<file path="src/rtl/seq_div32.sv">
// Unsigned radix-2 restoring divider: one quotient bit per clock, MSB first.
// Optional macro DIV_ZERO_DETECT_EN: divisor 0 skips iteration and reports dz.
module seq_div32 #(
  parameter int unsigned WIDTH = 32
) (
  input  logic             clk,
  input  logic             rst_n,
  input  logic             start,
  input  logic [WIDTH-1:0] dividend,
  input  logic [WIDTH-1:0] divisor,
  output logic             busy,
  output logic             done,
  output logic [WIDTH-1:0] quotient,
  output logic [WIDTH-1:0] remainder,
  output logic             dz
);

  localparam int unsigned CNT_W = $clog2(WIDTH) + 1;

  typedef enum logic [1:0] {
    IDLE = 2'd0,
    CALC = 2'd1,
    DONE = 2'd2
  } state_t;

  state_t           state;
  state_t           state_next;
  logic [CNT_W-1:0] cnt;
  logic [WIDTH-1:0] rem_r;
  logic [WIDTH-1:0] dvd_r;
  logic [WIDTH-1:0] dsr_r;
  logic [WIDTH:0]   partial;
  logic [WIDTH:0]   diff;
  logic [WIDTH-1:0] rem_step;
  logic [WIDTH-1:0] dvd_step;
  logic             ge;
  logic             last;
  logic             load;
  logic             step;
  logic             zero_div;

`ifdef DIV_ZERO_DETECT_EN
  always_comb zero_div = (divisor == '0);
`else
  always_comb zero_div = 1'b0;
`endif

  // dvd_r shifts dividend bits out of the MSB while quotient bits enter at the LSB
  always_comb begin
    partial  = {rem_r, dvd_r[WIDTH-1]};
    diff     = partial - {1'b0, dsr_r};
    ge       = (partial >= {1'b0, dsr_r});
    rem_step = ge ? diff[WIDTH-1:0] : partial[WIDTH-1:0];
    dvd_step = {dvd_r[WIDTH-2:0], ge};
    last     = (cnt == CNT_W'(1));
  end

  always_ff @(posedge clk or negedge rst_n) begin
    if (!rst_n) state <= IDLE;
    else        state <= state_next;
  end

  always_comb begin
    state_next = state;
    load       = 1'b0;
    step       = 1'b0;
    busy       = 1'b0;
    done       = 1'b0;
    case (state)
      IDLE: begin
        if (start) begin
          load       = 1'b1;
          state_next = zero_div ? DONE : CALC;
        end
      end
      CALC: begin
        busy = 1'b1;
        step = 1'b1;
        if (last) state_next = DONE;
      end
      DONE: begin
        busy       = 1'b1;
        done       = 1'b1;
        state_next = IDLE;
      end
      default: state_next = IDLE;
    endcase
  end

  always_ff @(posedge clk or negedge rst_n) begin
    if (!rst_n) begin
      cnt   <= '0;
      rem_r <= '0;
      dvd_r <= '0;
      dsr_r <= '0;
    end else if (load) begin
      cnt   <= CNT_W'(WIDTH);
      rem_r <= '0;
      dvd_r <= dividend;
      dsr_r <= divisor;
    end else if (step) begin
      cnt   <= cnt - CNT_W'(1);
      rem_r <= rem_step;
      dvd_r <= dvd_step;
    end
  end

  // Result registers capture the final iteration directly so done is not delayed a cycle
  always_ff @(posedge clk or negedge rst_n) begin
    if (!rst_n) begin
      quotient  <= '0;
      remainder <= '0;
    end else if (step && last) begin
      quotient  <= dvd_step;
      remainder <= rem_step;
    end else if (load && zero_div) begin
      quotient  <= '1;
      remainder <= dividend;
    end
  end

`ifdef DIV_ZERO_DETECT_EN
  always_ff @(posedge clk or negedge rst_n) begin
    if (!rst_n)                dz <= 1'b0;
    else if (step && last)     dz <= 1'b0;
    else if (load && zero_div) dz <= 1'b1;
  end
`else
  always_comb dz = 1'b0;
`endif

endmodule
</file>
<file path="config.mk">
export PLATFORM = sky130hd
export DESIGN_NAME = seq_div32
export DESIGN_NICKNAME = d
export VERILOG_FILES = /design/src/rtl/seq_div32.sv
export SDC_FILE = /design/constraint.sdc
export NUM_CORES = 1
export LEC_CHECK = 0
export ABC_CLOCK_PERIOD_IN_PS = 2600
export CAP_MARGIN = 20
export CELL_PAD_IN_SITES_DETAIL_PLACEMENT = 1
export CELL_PAD_IN_SITES_GLOBAL_PLACEMENT = 2
export CORE_MARGIN = 1.5
export CORE_UTILIZATION = 30
export CTS_CLUSTER_SIZE = 20
export DETAILED_ROUTE_END_ITERATION = 16
export PLACE_DENSITY_LB_ADDON = 0.3
export SLEW_MARGIN = 25
export SYNTH_ARGS = -nofsm -noshare
export SYNTH_HDL_FRONTEND = slang
export SYNTH_SLANG_ARGS = --single-unit
export TNS_END_PERCENT = 1
</file>
<file path="constraint.sdc">
create_clock -name clk -period 2.6 [get_ports clk]
set_input_delay 0.65 -clock clk [delete_from_list [all_inputs] [get_ports clk]]
set_output_delay 0.65 -clock clk [all_outputs]
set_load 0.02 [all_outputs]
</file>
==> flow_summary.ini <==
[timing]
fin_skew_ns = 0.01332
whs_ns = 0.1536
rsz0062_at_grt = yes
setup_viol = 66
drv_slew = 0
fin_crit_ns = 2.881
hold_viol_final = 0
final.setup.tns_ns = -14.25
finalWorstSetupSlack_ns = -0.2814
worst_slew_pin_slew_ns = 0.6678
fmax_mhz = 347.1
relSlewSlack_pct = 55.48
fin_crit_sh_pct = 110.8

[route]
drtAntennaViolNets = 0
wl_um = 27820
via_per_inst = 4.871
drt_first_iter_violations = 316
drc = 0
num_vias = 7960
wl_per_cell_um = 17.03
firstDrtPassIters = 4

[status]
outcome = finished with violations
violations = negative setup slack

[power]
internal_power_mw = 12.55
powerDensity_nw_per_um2 = 1749
clkPwrFrac_pct = 11.4
p_comb_share_pct = 68.1
max-vdd-ir-drop_mv = 1.054
switchingPower_mw = 9.883
power_leakage_nw = 5.760
power_mw = 22.43
switching_share_pct = 44.06
power_frac_seq_pct = 20.5

[synthesis]
synth_cell_types = 67
synth-seq-cells = 168
yosys_warnings = 0
synthCells = 997
ys.flop_type = dfrtp_1
yosysSeqAreaShare_pct = 46.77
syn_area_per_cell_um2 = 9.016
synth.area.top_cells = dfrtp_1, nand2_1, mux2i_1
yosysMostFrequentCell = nand2_1
synth-edff-count = 0
post-synth-top-area-fraction_pct = 46.77
syn_area_um2 = 8989
yosysTopAreaCell = dfrtp_1
synthArstFlopShare_pct = 100.0
synth_commonest_cells = nand2_1, dfrtp_1, o21ai_0
synth_fp_nets = 1103

[global_route]
grt_max_degree = 55
grt_overflow = 0
grt_pass1_wl_um = 45360
grtUsageTotal_pct = 18.48
grt_pass1_vias = 8560
antenna_found_initial = 1

[clocking]
cts_tree = yes
clock_latency_ns = 0.44
htree_levels = 4
cts_buffers = 17
cts_num_sinks = 168
cts.clk_slew.worst_paths_ns = 0.07
ctsHoldBuffers = 0
cts.path.max_buffers = 2
cts_root_buf = clkbuf_16

[critical_path]
cp-startpoint = rem_r[8]
endpoint_kind = register
arrival_ns = 3.23
crit_fanout = 6
critical_path_class = reg -> reg
r2r_start = rem_r[8]
worstSetupStartpointType = register
required_ns = 2.95

[die]
core_um2 = 29560
floorplan.initialDensity_pct = 30.41
die_h_um = 176.1
die_w_um = 176.1
dieArea_um2 = 31010
rows = 63
ios = 134

[place]
pre_cts_ws_ns = -0.3558
dpl.cell_count = 1595
place_hpwl_um = 19890
port_buffers = 132
placed_cell_area_um2 = 11750
routabilityCongestion = 0.8179

[final_layout]
final_cell_area_um2 = 12820
instances_no_fill = 1634
drive_above_1_share_pct = 20.35
final_util_pct = 43.38
fin_nets = 1336
area_delta_synth_final_pct = 42.65

[min_path]
hp-class = in -> async

[run]
drv_cap = 0
[placed cells by master (no fill, tap or decap), drive strengths merged, types with 10 or more instances in the layout]
master,count
nor2,25
ha,38
clkbuf,18
inv,54
dfrtp,168
a211oi,12
nand3,13
a21o,10
a31oi,11
nand4,13
clkdlybuf4s50,131
nand2,220
mux2i,61
o21ai,142
buf,145
a21oi,59
xnor2,19
[area by class of cell]
type                       instances  area, um^2
fill                            3342       16740
multi-input combinational        718        4802
sequential                       168        4205
timing repair buffer             278        2565
tap                              390       488.0
clock buffer                      17       425.4
inverter                          47       176.4
clock inverter                    15       157.7
antenna                            1       2.502
[logic make-up (layout without fill, tap and decap cells)]
| group | after synthesis | in the layout | synth area share, % |
|---|---|---|---|
| and+or+nand+nor | 313 | 313 | 14.98 |
| AOI/OAI and AO/OA | 275 | 275 | 17.90 |
| DFF | 168 | 168 | 46.77 |
| buffers and inverters | 111 | 357 | 5.150 |
| muxes | 62 | 62 | 6.918 |
| adders and majority gates | 39 | 39 | 5.512 |
| xor gates and xnor gates | 28 | 28 | 2.728 |
| other | 1 | 2 | 0.04172 |
[worst max-delay path, cell delays in order, from the launching register on]
cell      delay [ns]
dfrtp_1         0.42
ha_4            0.31
and3_4          0.19
nand4_1         0.14
a21oi_2         0.22
a211oi_2        0.11
o41a_1          0.45
buf_4           0.17
a31o_4          0.27
a311o_1         0.32
a31oi_1         0.19
[worst paths after layout]
| path | to | cells after the start | slack (ns) |
|---|---|---|---|
| min in group clk | quotient[8] | 2 | 0.48 |
| worst max register to register | rem_r[24] | 10 | -0.28 |
| worst min-delay path | remainder[13] | 1 | 0.15 |
| worst min register to register | quotient[8] | 2 | 0.48 |
| max in group asynchronous | rem_r[0] | 2 | 1.79 |
| worst max-delay path | rem_r[24] | 10 | -0.28 |
[per-layer routing]
metal | track usage, % | part of all wire, %
met1 | 23.41 | 46
met2 | 31.79 | 49
met3 | 4.393 | 4.2
met4 | 4.167 | 0.93
met5 | 0 | 0
[state kept, by name, indices dropped and copies added, names as in the netlist]
signal     count
cnt            6
dsr_r         32
dvd_r         32
quotient      32
rem_r         32
remainder     32
state          2
[power groups by stage]
stage	Sequential, mW	Clock, mW	Combinational (mW)
3_3_place_gp	4.56	0	12.8
5_1_grt	4.75	2.74	16.7
4_1_cts	4.57	2.67	13.9
6_report	4.59	2.57	15.3
3_5_place_dp	4.59	0	13.0
2_1_floorplan	4.88	0	7.42
[repair_timing]
item	CTS	global route
setup buffers	2	2
gates resized for setup	25	58
setup endpoints to repair	66	66
gates cloned	1	1
pin swaps	7	11
No activity file was read; power rests on OpenSTA's default activity.
